### src/rtl/fnd_scan_driver.sv
// fnd_scan_driver
// ---------------
// Four-digit multiplexed 7-segment driver for a common-anode display.
// A free-running prescaler produces a scan tick that advances a one-hot
// digit ring. The value to show is double-buffered: a load lands in a
// pending buffer and is promoted to the displayed buffer only at a frame
// start, so a frame never mixes digits from two different values.
// Leading-zero blanking, per-digit decimal points and per-digit blinking
// are applied on top of the hex decode.
//
// Parameters
//   SCAN_DIV      prescaler width; each digit is lit for 2^SCAN_DIV clocks
//   BLINK_FRAMES  blink phase toggles every 2^BLINK_FRAMES frames
//
// Ports
//   clk             system clock
//   reset_p         asynchronous active-high reset
//   value[15:0]     four hex digits, [3:0] is digit 0 (rightmost)
//   dp_in[3:0]      decimal point per digit, 1 = lit
//   load            strobe: capture value/dp_in into the pending buffer
//   blank_lz        leading-zero blanking enable (live)
//   blink_mask[3:0] per-digit blink enable (live)
//   seg_n[6:0]      segments {g,f,e,d,c,b,a}, active-low
//   dp_n            decimal point, active-low
//   com_n[3:0]      digit enables, active-low, one-hot-low
//   frame_tick      one-cycle pulse at each frame start
//   update_pending  a loaded value is waiting for its frame boundary
module fnd_scan_driver #(
    parameter int SCAN_DIV     = 17,
    parameter int BLINK_FRAMES = 6
) (
    input  logic        clk,
    input  logic        reset_p,
    input  logic [15:0] value,
    input  logic [3:0]  dp_in,
    input  logic        load,
    input  logic        blank_lz,
    input  logic [3:0]  blink_mask,
    output logic [6:0]  seg_n,
    output logic        dp_n,
    output logic [3:0]  com_n,
    output logic        frame_tick,
    output logic        update_pending
);

    localparam logic [6:0] SEG_BLANK = 7'b1111111;
    localparam logic [6:0] SEG_ZERO  = 7'b1000000;

    // Active-low gfedcba pattern for one hex digit.
    function automatic logic [6:0] hex_to_seg(input logic [3:0] nib);
        logic [6:0] seg;
        seg = SEG_BLANK;
        case (nib)
            4'h0: seg = 7'b1000000;
            4'h1: seg = 7'b1111001;
            4'h2: seg = 7'b0100100;
            4'h3: seg = 7'b0110000;
            4'h4: seg = 7'b0011001;
            4'h5: seg = 7'b0010010;
            4'h6: seg = 7'b0000010;
            4'h7: seg = 7'b1111000;
            4'h8: seg = 7'b0000000;
            4'h9: seg = 7'b0010000;
            4'hA: seg = 7'b0001000;
            4'hB: seg = 7'b0000011;
            4'hC: seg = 7'b1000110;
            4'hD: seg = 7'b0100001;
            4'hE: seg = 7'b0000110;
            4'hF: seg = 7'b0001110;
            default: seg = SEG_BLANK;
        endcase
        return seg;
    endfunction

    logic [SCAN_DIV-1:0]     presc_reg, presc_next;
    logic [3:0]              ring_reg, ring_next;
    logic [15:0]             pending_value_reg, pending_value_next;
    logic [3:0]              pending_dp_reg, pending_dp_next;
    logic                    update_pending_reg, update_pending_next;
    logic [15:0]             shown_value_reg, shown_value_next;
    logic [3:0]              shown_dp_reg, shown_dp_next;
    logic [BLINK_FRAMES-1:0] blink_cnt_reg, blink_cnt_next;
    logic                    blink_phase_reg, blink_phase_next;
    logic [6:0]              seg_reg, seg_next;
    logic                    dp_reg, dp_next;
    logic                    frame_tick_reg;

    logic       scan_tick;
    logic       frame_start;
    logic [3:0] lz_blank;
    logic [3:0] digit_blank;
    logic [3:0] act_nib;
    logic       act_dp;
    logic       act_blank;

    assign scan_tick   = &presc_reg;
    // The ring leaves digit 3 on this tick, so the next cycle starts a frame.
    assign frame_start = scan_tick & ring_reg[3];

    always_comb begin
        presc_next          = presc_reg + SCAN_DIV'(1);
        ring_next           = scan_tick ? {ring_reg[2:0], ring_reg[3]} : ring_reg;

        // Promotion uses the pending buffer as it stood before this edge, so
        // a load that coincides with a frame start waits for the next frame.
        shown_value_next    = shown_value_reg;
        shown_dp_next       = shown_dp_reg;
        if (frame_start && update_pending_reg) begin
            shown_value_next = pending_value_reg;
            shown_dp_next    = pending_dp_reg;
        end

        pending_value_next  = pending_value_reg;
        pending_dp_next     = pending_dp_reg;
        update_pending_next = update_pending_reg;
        if (load) begin
            pending_value_next  = value;
            pending_dp_next     = dp_in;
            update_pending_next = 1'b1;
        end else if (frame_start) begin
            update_pending_next = 1'b0;
        end

        blink_cnt_next   = frame_start ? blink_cnt_reg + BLINK_FRAMES'(1) : blink_cnt_reg;
        blink_phase_next = (frame_start && (&blink_cnt_reg)) ? ~blink_phase_reg : blink_phase_reg;
    end

    // Blanking is evaluated against the state the display will hold after
    // this edge, so a freshly promoted value is blanked correctly on its
    // very first digit.
    generate
        for (genvar gi = 0; gi < 4; gi++) begin : g_blank
            if (gi == 0) begin : g_lsd
                assign lz_blank[gi] = 1'b0;
            end else begin : g_upper
                assign lz_blank[gi] = blank_lz && (shown_value_next[15:4*gi] == '0);
            end
            assign digit_blank[gi] = lz_blank[gi] | (blink_phase_next & blink_mask[gi]);
        end
    endgenerate

    // Select the digit that becomes active after this edge.
    always_comb begin
        act_nib   = 4'h0;
        act_dp    = 1'b0;
        act_blank = 1'b0;
        for (int k = 0; k < 4; k++) begin
            if (ring_next[k]) begin
                act_nib   = shown_value_next[4*k +: 4];
                act_dp    = shown_dp_next[k];
                act_blank = digit_blank[k];
            end
        end
    end

    // Segment data only changes on a ring step, together with com_n, so the
    // newly enabled digit never shows its neighbour's pattern.
    always_comb begin
        seg_next = seg_reg;
        dp_next  = dp_reg;
        if (scan_tick) begin
            seg_next = act_blank ? SEG_BLANK : hex_to_seg(act_nib);
            dp_next  = act_blank | ~act_dp;
        end
    end

    always_ff @(posedge clk or posedge reset_p) begin
        if (reset_p) begin
            presc_reg          <= '0;
            ring_reg           <= 4'b0001;
            pending_value_reg  <= '0;
            pending_dp_reg     <= '0;
            update_pending_reg <= 1'b0;
            shown_value_reg    <= '0;
            shown_dp_reg       <= '0;
            blink_cnt_reg      <= '0;
            blink_phase_reg    <= 1'b0;
            seg_reg            <= SEG_ZERO;
            dp_reg             <= 1'b1;
            frame_tick_reg     <= 1'b0;
        end else begin
            presc_reg          <= presc_next;
            ring_reg           <= ring_next;
            pending_value_reg  <= pending_value_next;
            pending_dp_reg     <= pending_dp_next;
            update_pending_reg <= update_pending_next;
            shown_value_reg    <= shown_value_next;
            shown_dp_reg       <= shown_dp_next;
            blink_cnt_reg      <= blink_cnt_next;
            blink_phase_reg    <= blink_phase_next;
            seg_reg            <= seg_next;
            dp_reg             <= dp_next;
            frame_tick_reg     <= frame_start;
        end
    end

    assign seg_n          = seg_reg;
    assign dp_n           = dp_reg;
    assign com_n          = ~ring_reg;
    assign frame_tick     = frame_tick_reg;
    assign update_pending = update_pending_reg;

endmodule

### config.mk
export PLATFORM = sky130hd
export DESIGN_NAME = fnd_scan_driver
export DESIGN_NICKNAME = d
export VERILOG_FILES = /design/src/rtl/fnd_scan_driver.sv
export SDC_FILE = /design/constraint.sdc
export NUM_CORES = 1
export LEC_CHECK = 0
export BUFFER_PORTS_ARGS = -buffer_cell sky130_fd_sc_hd__buf_2
export CORE_MARGIN = 2
export CORE_UTILIZATION = 58
export DETAILED_ROUTE_END_ITERATION = 12
export PLACE_DENSITY = 0.79
export SLEW_MARGIN = 20
export SYNTH_ARGS = -nofsm -noshare
export SYNTH_HDL_FRONTEND = slang
export SYNTH_SLANG_ARGS = --single-unit
### constraint.sdc
create_clock -name clk -period 4 [get_ports clk]
set_clock_uncertainty 0.05 [all_clocks]
set_input_delay 0.8 -clock clk [delete_from_list [all_inputs] [get_ports clk]]
set_output_delay 0.8 -clock clk [all_outputs]
set_load 0.01 [all_outputs]
==> flow_summary.json <==
{
  "chipWidth_um": 84.3,
  "most-common-layout-cells": "75 x dfrtp_1, 41 x buf_2, 27 x mux2_2, 24 x nand2_1, 21 x inv_1",
  "timing.reg2reg.setup_slack_ns": 0.24,
  "clk_root_buffer_cell": "clkbuf_8",
  "via_count": 2645,
  "crit_start": "presc_reg[3]$_DFF_PP0_",
  "max_slew_violation_total_from_the_final_report": 0,
  "port_buffers": 41,
  "cts_buffers": 9,
  "p_per_area_mw_per_mm2": 343,
  "met3_usage_pct": 4.82,
  "rows": 29,
  "grt_setup_unrepaired": "false",
  "fin_crit_ns": 3.76,
  "worst_ir_drop_vdd_mv": 0.273,
  "reg2regPathDepth": 16,
  "drt-vias-per-instance": 5.84,
  "rr_startpoint": "presc_reg[3]$_DFF_PP0_",
  "synth_instances": 325,
  "ys_seq_area_share_pct": 52.3,
  "layout-drive-gt1-share_pct": 30.3,
  "final_util_pct": 67.1,
  "ys.flop_type": "dfrtp_1",
  "synth_area_per_cell_um2": 11.5,
  "worst_hold_path_type": "input port to async pin",
  "grt_resource_usage_total_pct": 23.0,
  "layout.cells.most_common": "dfrtp_1",
  "synth_async_sr_flop_share_pct": 100,
  "grt_busiest_layer": "met2",
  "cpPeakStageDelay_ns": 0.47,
  "groute.layer.met1.usage_pct": 31.2,
  "final_cells": 453,
  "crit_path_frequent_cell": "ha_1",
  "worstPathRequired_ns": 4.23,
  "p_leak_nw": 2.00,
  "yosysUniqueCellTypes": 58,
  "final.setup.worst_slack_ns": 0.243,
  "placeableCoreArea_mm2": 0.00628,
  "tritoncts": "built",
  "timing.slew.headroom_pct": 56.9,
  "fin_tns_setup_ns": 0,
  "globalRouteMet2Util_pct": 34.8,
  "flow.area_growth_from_synthesis_pct": 12.7,
  "timing.rr.end": "seg_n[3]$_DFFE_PP0N_",
  "final_antenna_net_count": 0,
  "clkLatencyLatePin_ns": 0.36,
  "worst_setup_path_start_kind": "flip-flop",
  "path_max_fanout": 12,
  "clock_sinks": 78,
  "synth-edff-count": 0,
  "die-area_mm2": 0.00710,
  "period_share_pct": 93.9,
  "die_h_um": 84.3,
  "diode_insertion_count_for_antenna_repair": 0,
  "wirelength_um": 7470,
  "drv_cap": 0,
  "overflow_left_after_global_routing": 0,
  "detail_route.drc_violations": 0,
  "gp_congestion": 0.948,
  "setup_viol": 0,
  "syn_nets": 360,
  "cts.hold.buffers_added": 0,
  "cts.htree.levels": 3,
  "timing_worst_slew_pin_value_ns": 0.647,
  "top_level_ports": 42,
  "clk_pin_slew_worst_paths_ns": 0.08,
  "status": "finished, final reports clean",
  "firstDrtPassIters": 4,
  "grt_start_max_net_pins": 54,
  "critical-path-slowest-cell": "mux4_2",
  "cts_resized": 0,
  "drt_iter0_markers": 152,
  "synth_seq_cells": 78,
  "critical_path_cell_by_cell": "and3_1 > and2_1 > nand2_1 > nor2_4 > and4_1 > ha_1 > buf_6 > nor3b_1 > a31oi_2 > o2111a_1 > a221o_1 > inv_2 > ha_1 > inv_1 > mux4_2 > a21oi_1",
  "end_kind": "flip-flop",
  "flip_flop_count_of_the_largest_register_all_copies_and_words_added": 17,
  "critPathArrivalTime_ns": 3.99,
  "number_of_antenna_violations_at_the_first_check_in_global_routing": 0,
  "worstSetupPathType": "flip-flop to flip-flop",
  "number_of_buffers_on_the_longest_clock_path": 2,
  "finalNetCount": 407,
  "yosysWarningCount": 0,
  "dp.cells": 438,
  "timing.final.hold_violations": 0,
  "dp_slack_ns": 0.174,
  "wire_length_of_the_first_global_routing_pass_um": 12700,
  "cts.repair_timing.setup_buffer_count": 0,
  "floorplan.initialDensity_pct": 59.6,
  "total_power_mw": 1.44,
  "synth.cell_area_mm2": 0.00374,
  "avgRoutedWirePerCell_um": 16.5,
  "dp.final_hpwl_um": 5510,
  "max_fclk_ghz": 0.266,
  "first_global_vias": 2695
}
==> Yosys cell counts, drive strengths merged, types with 2 or more instances <==
master / instances / share of area [%]
o22a: 2 / 0.47
xor2: 3 / 0.70
o41ai: 2 / 0.47
nand3: 16 / 2.1
a31oi: 5 / 1.0
nand2: 28 / 3.0
o221ai: 2 / 0.64
o21ai: 6 / 0.80
and2: 2 / 0.33
o211ai: 5 / 1.0
buf: 8 / 1.9
and3: 5 / 0.84
mux2: 28 / 8.4
nand2b: 2 / 0.33
nor4: 2 / 0.33
a21o: 4 / 0.84
or3: 4 / 0.67
o21a: 3 / 0.60
nand4: 8 / 1.3
nor2: 16 / 1.7
and4: 3 / 0.70
ha: 7 / 2.3
mux2i: 11 / 3.5
inv: 26 / 2.6
o221a: 2 / 0.60
dfrtp: 75 / 50
xnor2: 17 / 4.0
dfstp: 3 / 2.1
a21oi: 5 / 0.67
a211oi: 3 / 0.60
o311ai: 2 / 0.47
nor3: 4 / 0.54
clkbuf: 3 / 0.30
==> per-stage QoR <==
stage	hold WS, ns	instance area, µm²
2_1_floorplan	0.388	3740
4_1_cts	0.425	4180
3_5_place_dp	0.410	4000
3_3_place_gp	0.406	4000
5_1_grt	0.434	4210
6_report	0.421	4210
==> worst max-delay path, delay by kind of cell, from the launching register on <==
kind | cells | cell delay, ns
AOI/OAI and AO/OA | 4 | 0.90
and+or+nand+nor | 6 | 1.03
DFF | 1 | 0.41
muxes | 1 | 0.47
adders and majority gates | 2 | 0.45
buffers and inverters | 3 | 0.37
==> routing by layer <==
layer / share of wire, % / wire (µm) / vias to the layer above
li1: - / - / 1258
met1: 46 / 3400 / 1296
met2: 46 / 3470 / 74
met3: 5.5 / 410 / 17
met4: 2.5 / 184 / 0
met5: 0 / 0 / -
==> worst max path at each step <==
stage / endpoint
4_1_cts: seg_n[3]$_DFFE_PP0N_
2_1_floorplan: seg_n[3]$_DFFE_PP0N_
3_5_place_dp: seg_n[3]$_DFFE_PP0N_
5_1_grt: seg_n[3]$_DFFE_PP0N_
6_report: seg_n[3]$_DFFE_PP0N_
3_3_place_gp: seg_n[3]$_DFFE_PP0N_
==> layout make-up <==
cell class	instances	area, µm²
Multi-Input combinational cell	210	1620
Fill cell	505	2070
Inverter	26	97.6
Tap cell	77	96.3
Clock buffer	11	131
Timing Repair Buffer	47	258
Clock inverter	4	48.8
Sequential cell	78	1960
==> power by group <==
part	internal (mW)	leakage [nW]	switching (mW)	total (mW)
registers	0.809	0.988	0.0152	0.824
clock network	0.284	0.0931	0.279	0.563
logic	0.0286	0.923	0.0277	0.0564
total	1.12	2.00	0.322	1.44
==> kinds of logic after synthesis <==
| group | after synthesis | synth area share, % |
|---|---|---|
| DFF | 78 | 52.3 |
| muxes | 40 | 12.5 |
| buffers and inverters | 37 | 4.79 |
| adders and majority gates | 7 | 2.34 |
| and+or+nand+nor | 92 | 12.3 |
| xor gates and xnor gates | 20 | 4.69 |
| AOI/OAI and AO/OA | 51 | 11.1 |
Note: power is estimated with default switching activity, not from simulation.
